File: src/rtl/instruction_memory.sv
// Instruction-side program store for the 8-bit core: streamed load through a
// valid/ready handshake, then registered single-cycle fetch guarded by programLength.
module instruction_memory #(
    parameter int         DEPTH     = 256,
    parameter logic [7:0] FILL_INST = 8'h00
) (
    input  logic       clk,
    input  logic       reset,
    input  logic       loadStart,
    input  logic       loadValid,
    input  logic [7:0] loadData,
    input  logic       loadLast,
    output logic       loadReady,
    input  logic [7:0] pc,
    output logic [7:0] instruction,
    output logic       instValid,
    output logic [8:0] programLength,
    output logic [1:0] state,
    output logic       loadError
);

    typedef enum logic [1:0] {
        IDLE = 2'b00,
        LOAD = 2'b01,
        RUN  = 2'b10
    } stateType;

    localparam int         AW       = (DEPTH > 1) ? $clog2(DEPTH) : 1;
    localparam logic [8:0] LAST_IDX = 9'(DEPTH - 1);

    stateType      curState;
    stateType      nextState;
    logic [7:0]    mem [DEPTH];
    logic [AW-1:0] wrPtr;
    logic [AW-1:0] rdAddr;
    logic          beat;
    logic          lastSlot;
    logic          fetchHit;

    // The write pointer is always equal to the count of bytes accepted so far.
    assign wrPtr     = programLength[AW-1:0];
    assign rdAddr    = pc[AW-1:0];
    assign loadReady = (curState == LOAD);
    assign beat      = loadValid && loadReady;
    assign lastSlot  = (programLength == LAST_IDX);
    assign fetchHit  = ({1'b0, pc} < programLength);
    assign state     = curState;

    always_ff @(posedge clk or negedge reset) begin
        // NOTE: non-blocking assignments keep every register sampling pre-edge values.
        if (!reset) curState <= IDLE;
        else        curState <= nextState;
    end

    always_comb begin
        // NOTE: default assigned first so no path through the case infers a latch.
        nextState = curState;
        case (curState)
            IDLE:    if (loadStart) nextState = LOAD;
            LOAD:    if (beat && (loadLast || lastSlot)) nextState = RUN;
            RUN:     if (loadStart) nextState = LOAD;
            default: nextState = IDLE;
        endcase
    end

    always_ff @(posedge clk or negedge reset) begin
        if (!reset) begin
            programLength <= '0;
            instruction   <= FILL_INST;
            instValid     <= 1'b0;
            loadError     <= 1'b0;
        end else begin
            case (curState)
                IDLE: begin
                    if (loadStart) begin
                        programLength <= '0;
                        loadError     <= 1'b0;
                    end
                end
                LOAD: begin
                    if (beat) begin
                        programLength <= programLength + 9'd1;
                        if (lastSlot && !loadLast) loadError <= 1'b1;
                    end
                end
                RUN: begin
                    if (loadStart) begin
                        programLength <= '0;
                        loadError     <= 1'b0;
                        instValid     <= 1'b0;
                        instruction   <= FILL_INST;
                    end else begin
                        // Anything past the loaded program reads as fill, hiding stale bytes.
                        instruction <= fetchHit ? mem[rdAddr] : FILL_INST;
                        instValid   <= 1'b1;
                    end
                end
                default: ;
            endcase
        end
    end

    // NOTE: the array has no reset; programLength=0 makes every old byte unreachable.
    always_ff @(posedge clk) begin
        if (beat) mem[wrPtr] <= loadData;
    end

endmodule

File: config.mk
export PLATFORM = sky130hd
export DESIGN_NAME = instruction_memory
export DESIGN_NICKNAME = d
export VERILOG_FILES = /design/src/rtl/instruction_memory.sv
export SDC_FILE = /design/constraint.sdc
export NUM_CORES = 2
export LEC_CHECK = 0
export CORE_MARGIN = 4
export CORE_UTILIZATION = 32
export CTS_CLUSTER_SIZE = 40
export DETAILED_ROUTE_END_ITERATION = 6
export GPL_TIMING_DRIVEN = 0
export PLACE_DENSITY = 0.45
export SKIP_LAST_GASP = 1
export SLEW_MARGIN = 25
export SYNTH_ARGS = -nofsm -noshare
export SYNTH_HDL_FRONTEND = slang
export SYNTH_SLANG_ARGS = --single-unit
File: constraint.sdc
create_clock -name clk -period 2.05 [get_ports clk]
set_input_delay 0.41 -clock clk [delete_from_list [all_inputs] [get_ports clk]]
set_output_delay 0.41 -clock clk [all_outputs]
set_load 0.01 [all_outputs]
==> impl_metrics.csv <==
group,metric,value,unit
die,die_area,0.259,mm2
timing,hold_viol,0,
critical_path,endpoint_kind,"flop",
timing,final-setup-viol-count,1862,
critical_path,critPathSlowestCell,"nand4_1",
finish,nets,4774,
global_route,grtUsageTotal,0.207,
critical_path,crit_required,2.85,ns
synth,syn-instance-count,3970,
global_route,grt_pass1_wl,371,mm
detailed_routing,dr.pass1.iters,5,
detailed_routing,wl_per_cell,32.9,um
synth,yosysUniqueCellTypes,60,
synth,syn_nets,4003,
timing,slew_violations,0,
pwr,finalPower,93.0,mW
timing,min_period,2.65,ns
critical_path,cp.arrival,3.45,ns
clock_tree,cts_tree,"done",
place,placed_cells,7369,
synth,yosysSeqAreaShare,0.771,
global_route,grt_pass1_vias,44000,
worst_hold_path,hold_path.class,"primary input to asynchronous set/reset pin",
clock_tree,cts.sinks,2069,
clock_tree,clk_latency,0.88,ns
finish,layout.cells.non_filler,8255,
clock_tree,clk_pin_slew_worst_paths,0.06,ns
synth,synth_warnings,0,
critical_path,max_stage_delay,0.58,ns
clock_tree,htreeDepth,4,
synth,synth_area,0.0804,mm2
synth,avgSynthCellArea,20.3,um2
pwr,power_leakage,33.4,nW
synth,synth_edf_count,2048,
die,dieWidth,509,um
pwr,peakVddDrop,0.000799,V
finish,final_area,0.105,mm2
timing,tightestPinTransition,0.962,ns
die,coreArea,0.249,mm2
place,gp_congestion,0.868,
detailed_routing,drtAntennaViolNets,0,
critical_path,critical_path.top_delay_family,"buffers and inverters",
synth,ys_seq_elements,2069,
global_route,antenna_found_initial,9,
detailed_routing,finalWirelength,272,mm
timing,skew,0.0612,ns
synth,synthArstFlopShare,0.0101,
detailed_routing,via_count,43600,
critical_path,startpoint_type,"primary input",
global_route,grt_max_degree,116,
place,placed_cell_area,0.0870,mm2
clock_tree,cts-buffers-inserted,215,
die,ioPinCount,43,
critical_path,crit_type,"primary input to flop",
pwr,powerDensity,886,mW/mm2
die,rows,183,
detailed_routing,drt_iter0_markers,4583,
critical_path,crit_chain,"clkdlybuf4s18_2, buf_6, nor2b_1, buf_6, clkbuf_8, clkbuf_4, nand2_1, o21ai_1, nor3_2, a21oi_2, nand4_1, nand2_1",
synth,ys.flop_type,"edfxtp_1",
status,violations,"setup timing",
timing,finalCritPeriodShare,1.29,
clock_tree,ctsRootBufferMaster,"clkbuf_16",
global_route,grt_overflow,0,
critical_path,cp_max_fo,10,
timing,final.setup.worst_slack,-0.601,ns
finish,syn_to_final_growth,30.6,%
critical_path,cp_num_buf_inv,5,
timing,rsz0062_at_grt,"yes",
detailed_routing,vias_per_cell,5.28,
detailed_routing,drcViolationCount,0,
place,place_hpwl,177,mm
die,fp.dieH,509,um
status,status,"complete, but fails checks",
die,initial_utilization,0.323,
clock_tree,cts.path.max_buffers,3,
place,portBuffers,41,
timing,max_freq,0.377,GHz
timing,timing.hold.ws,0.0597,ns
finish,drive_above_1_share,0.392,
timing,slew-limit-headroom,0.359,
flow_run,drv_cap,0,
-- cell usage in the layout (no fill, tap or decap), types with 17 or more instances in the layout --
cell type,n
nor3_1,19
buf_8,35
o21ai_1,28
clkbuf_1,49
nand2_1,66
buf_4,143
clkinv_1,55
a22oi_2,34
buf_12,251
nand2_8,19
nor2_4,266
o22ai_1,48
nand4_1,30
buf_16,37
a22oi_1,103
edfxtp_1,2048
a221oi_1,23
buf_2,17
o21ai_0,20
mux2i_1,208
nor2b_1,32
clkbuf_8,18
mux4_2,407
buf_6,187
clkbuf_16,254
nor2_1,57
clkinv_2,43
bufinv_16,18
a211oi_1,33
-- synthesized netlist by cell type, drive strengths merged, types with 3 or more instances --
cell        n  share of area
nor2      338          0.016
a32oi       7        0.00076
nor4bb      4        0.00050
nand4      30         0.0023
o22ai      48         0.0037
nor3       32         0.0020
a22oi     137          0.013
buf       150          0.011
dfrtp      21         0.0065
and2        5        0.00039
edfxtp   2048           0.76
nor3b       3        0.00040
xnor2       5        0.00054
nand3b      6        0.00061
nor4       15         0.0012
a21oi      22         0.0014
a31oi       8        0.00062
o21ai      52         0.0032
o2111ai     7        0.00076
nand2b      7        0.00054
a221oi     25         0.0027
o21a        7        0.00065
a2111oi     8        0.00087
nor4b       4        0.00078
mux2i     223          0.028
nor2b      35         0.0027
and3        9        0.00070
o211ai      4        0.00037
a221o       9         0.0011
mux4      407           0.11
clkbuf     90         0.0042
nand2      92         0.0043
ha         12         0.0019
or3b        7        0.00076
and4b       3        0.00037
or3         3        0.00023
nand3      20         0.0012
a211oi     37         0.0035
inv        18        0.00084
-- repair_timing --
item                        CTS  global route
hold buffers                  7             0
buffers inserted            392            97
pin swaps                   286           128
gates cloned                 15             2
resized for setup          1066           136
hold endpoints to repair    166             0
setup endpoints to repair  2086          1930
-- through the flow --
stage	setup slack (ns)	TNS, ns	utilization
3_5_place_dp	-3.71	-3173.13	0.349
3_3_place_gp	-8.67	-	0.346
6_report	-0.601	-242.75	0.421
5_1_grt	-0.515	-303.37	0.421
4_1_cts	-0.443	-213.29	0.416
2_1_floorplan	-0.275	-126.15	-
-- state kept, by name, indices dropped and copies added, names as in the netlist --
signal and count:
mem 2048, state 2, instruction 8, programLength 9, loadError 1, instValid 1
-- logic make-up after synthesis --
family	Yosys count	share of synthesized area
fa+ha+maj	12	0.00187
simple gates	617	0.0353
flops	2069	0.771
compound gates	379	0.0333
mux	630	0.142
xor+xnor	5	0.000544
buf+inv	258	0.0162
-- final timing paths --
path	startpoint	end	slack, ns	depth (start not counted)
max	pc[2]	instruction[6]$_DFFE_PN0N_	-0.60	12
min	reset	instValid$_DFFE_PN0N_	0.06	2
max reg2reg	mem[84][1]$_DFFE_PP_	instruction[1]$_DFFE_PN0N_	-0.53	7
min reg2reg	instValid$_DFFE_PN0N_	instValid$_DFFE_PN0N_	0.47	1
max in group asynchronous	reset	programLength[2]$_DFFE_PN0P_	1.57	2
min in group clk	loadData[5]	mem[164][5]$_DFFE_PP_	0.08	2
-- layer usage --
layer,part of all wire,global-route usage,wire (um)
met5,0.00013,0,34
met4,0.041,0.0749,11300
met3,0.064,0.0353,17500
met2,0.48,0.334,129000
met1,0.42,0.284,114000
-- where the power goes --
part	internal (mW)	switching, mW	total (mW)
Combinational	2.91	4.76	7.67
Clock	21.7	16.7	38.5
Sequential	46.7	0.182	46.9
Total	71.3	21.7	93.0
-- area by class of cell --
type	instances	area, um2
sequential	2069	62000
clock inverter	142	1260
fill	21700	144000
multi-input combinational	1643	20400
tap	3330	4170
buffer	227	2910
timing repair buffer	567	8550
inverter	18	80.1
clock buffer	256	5600
antenna	3	7.51
No activity file was read; power rests on OpenSTA's default activity.
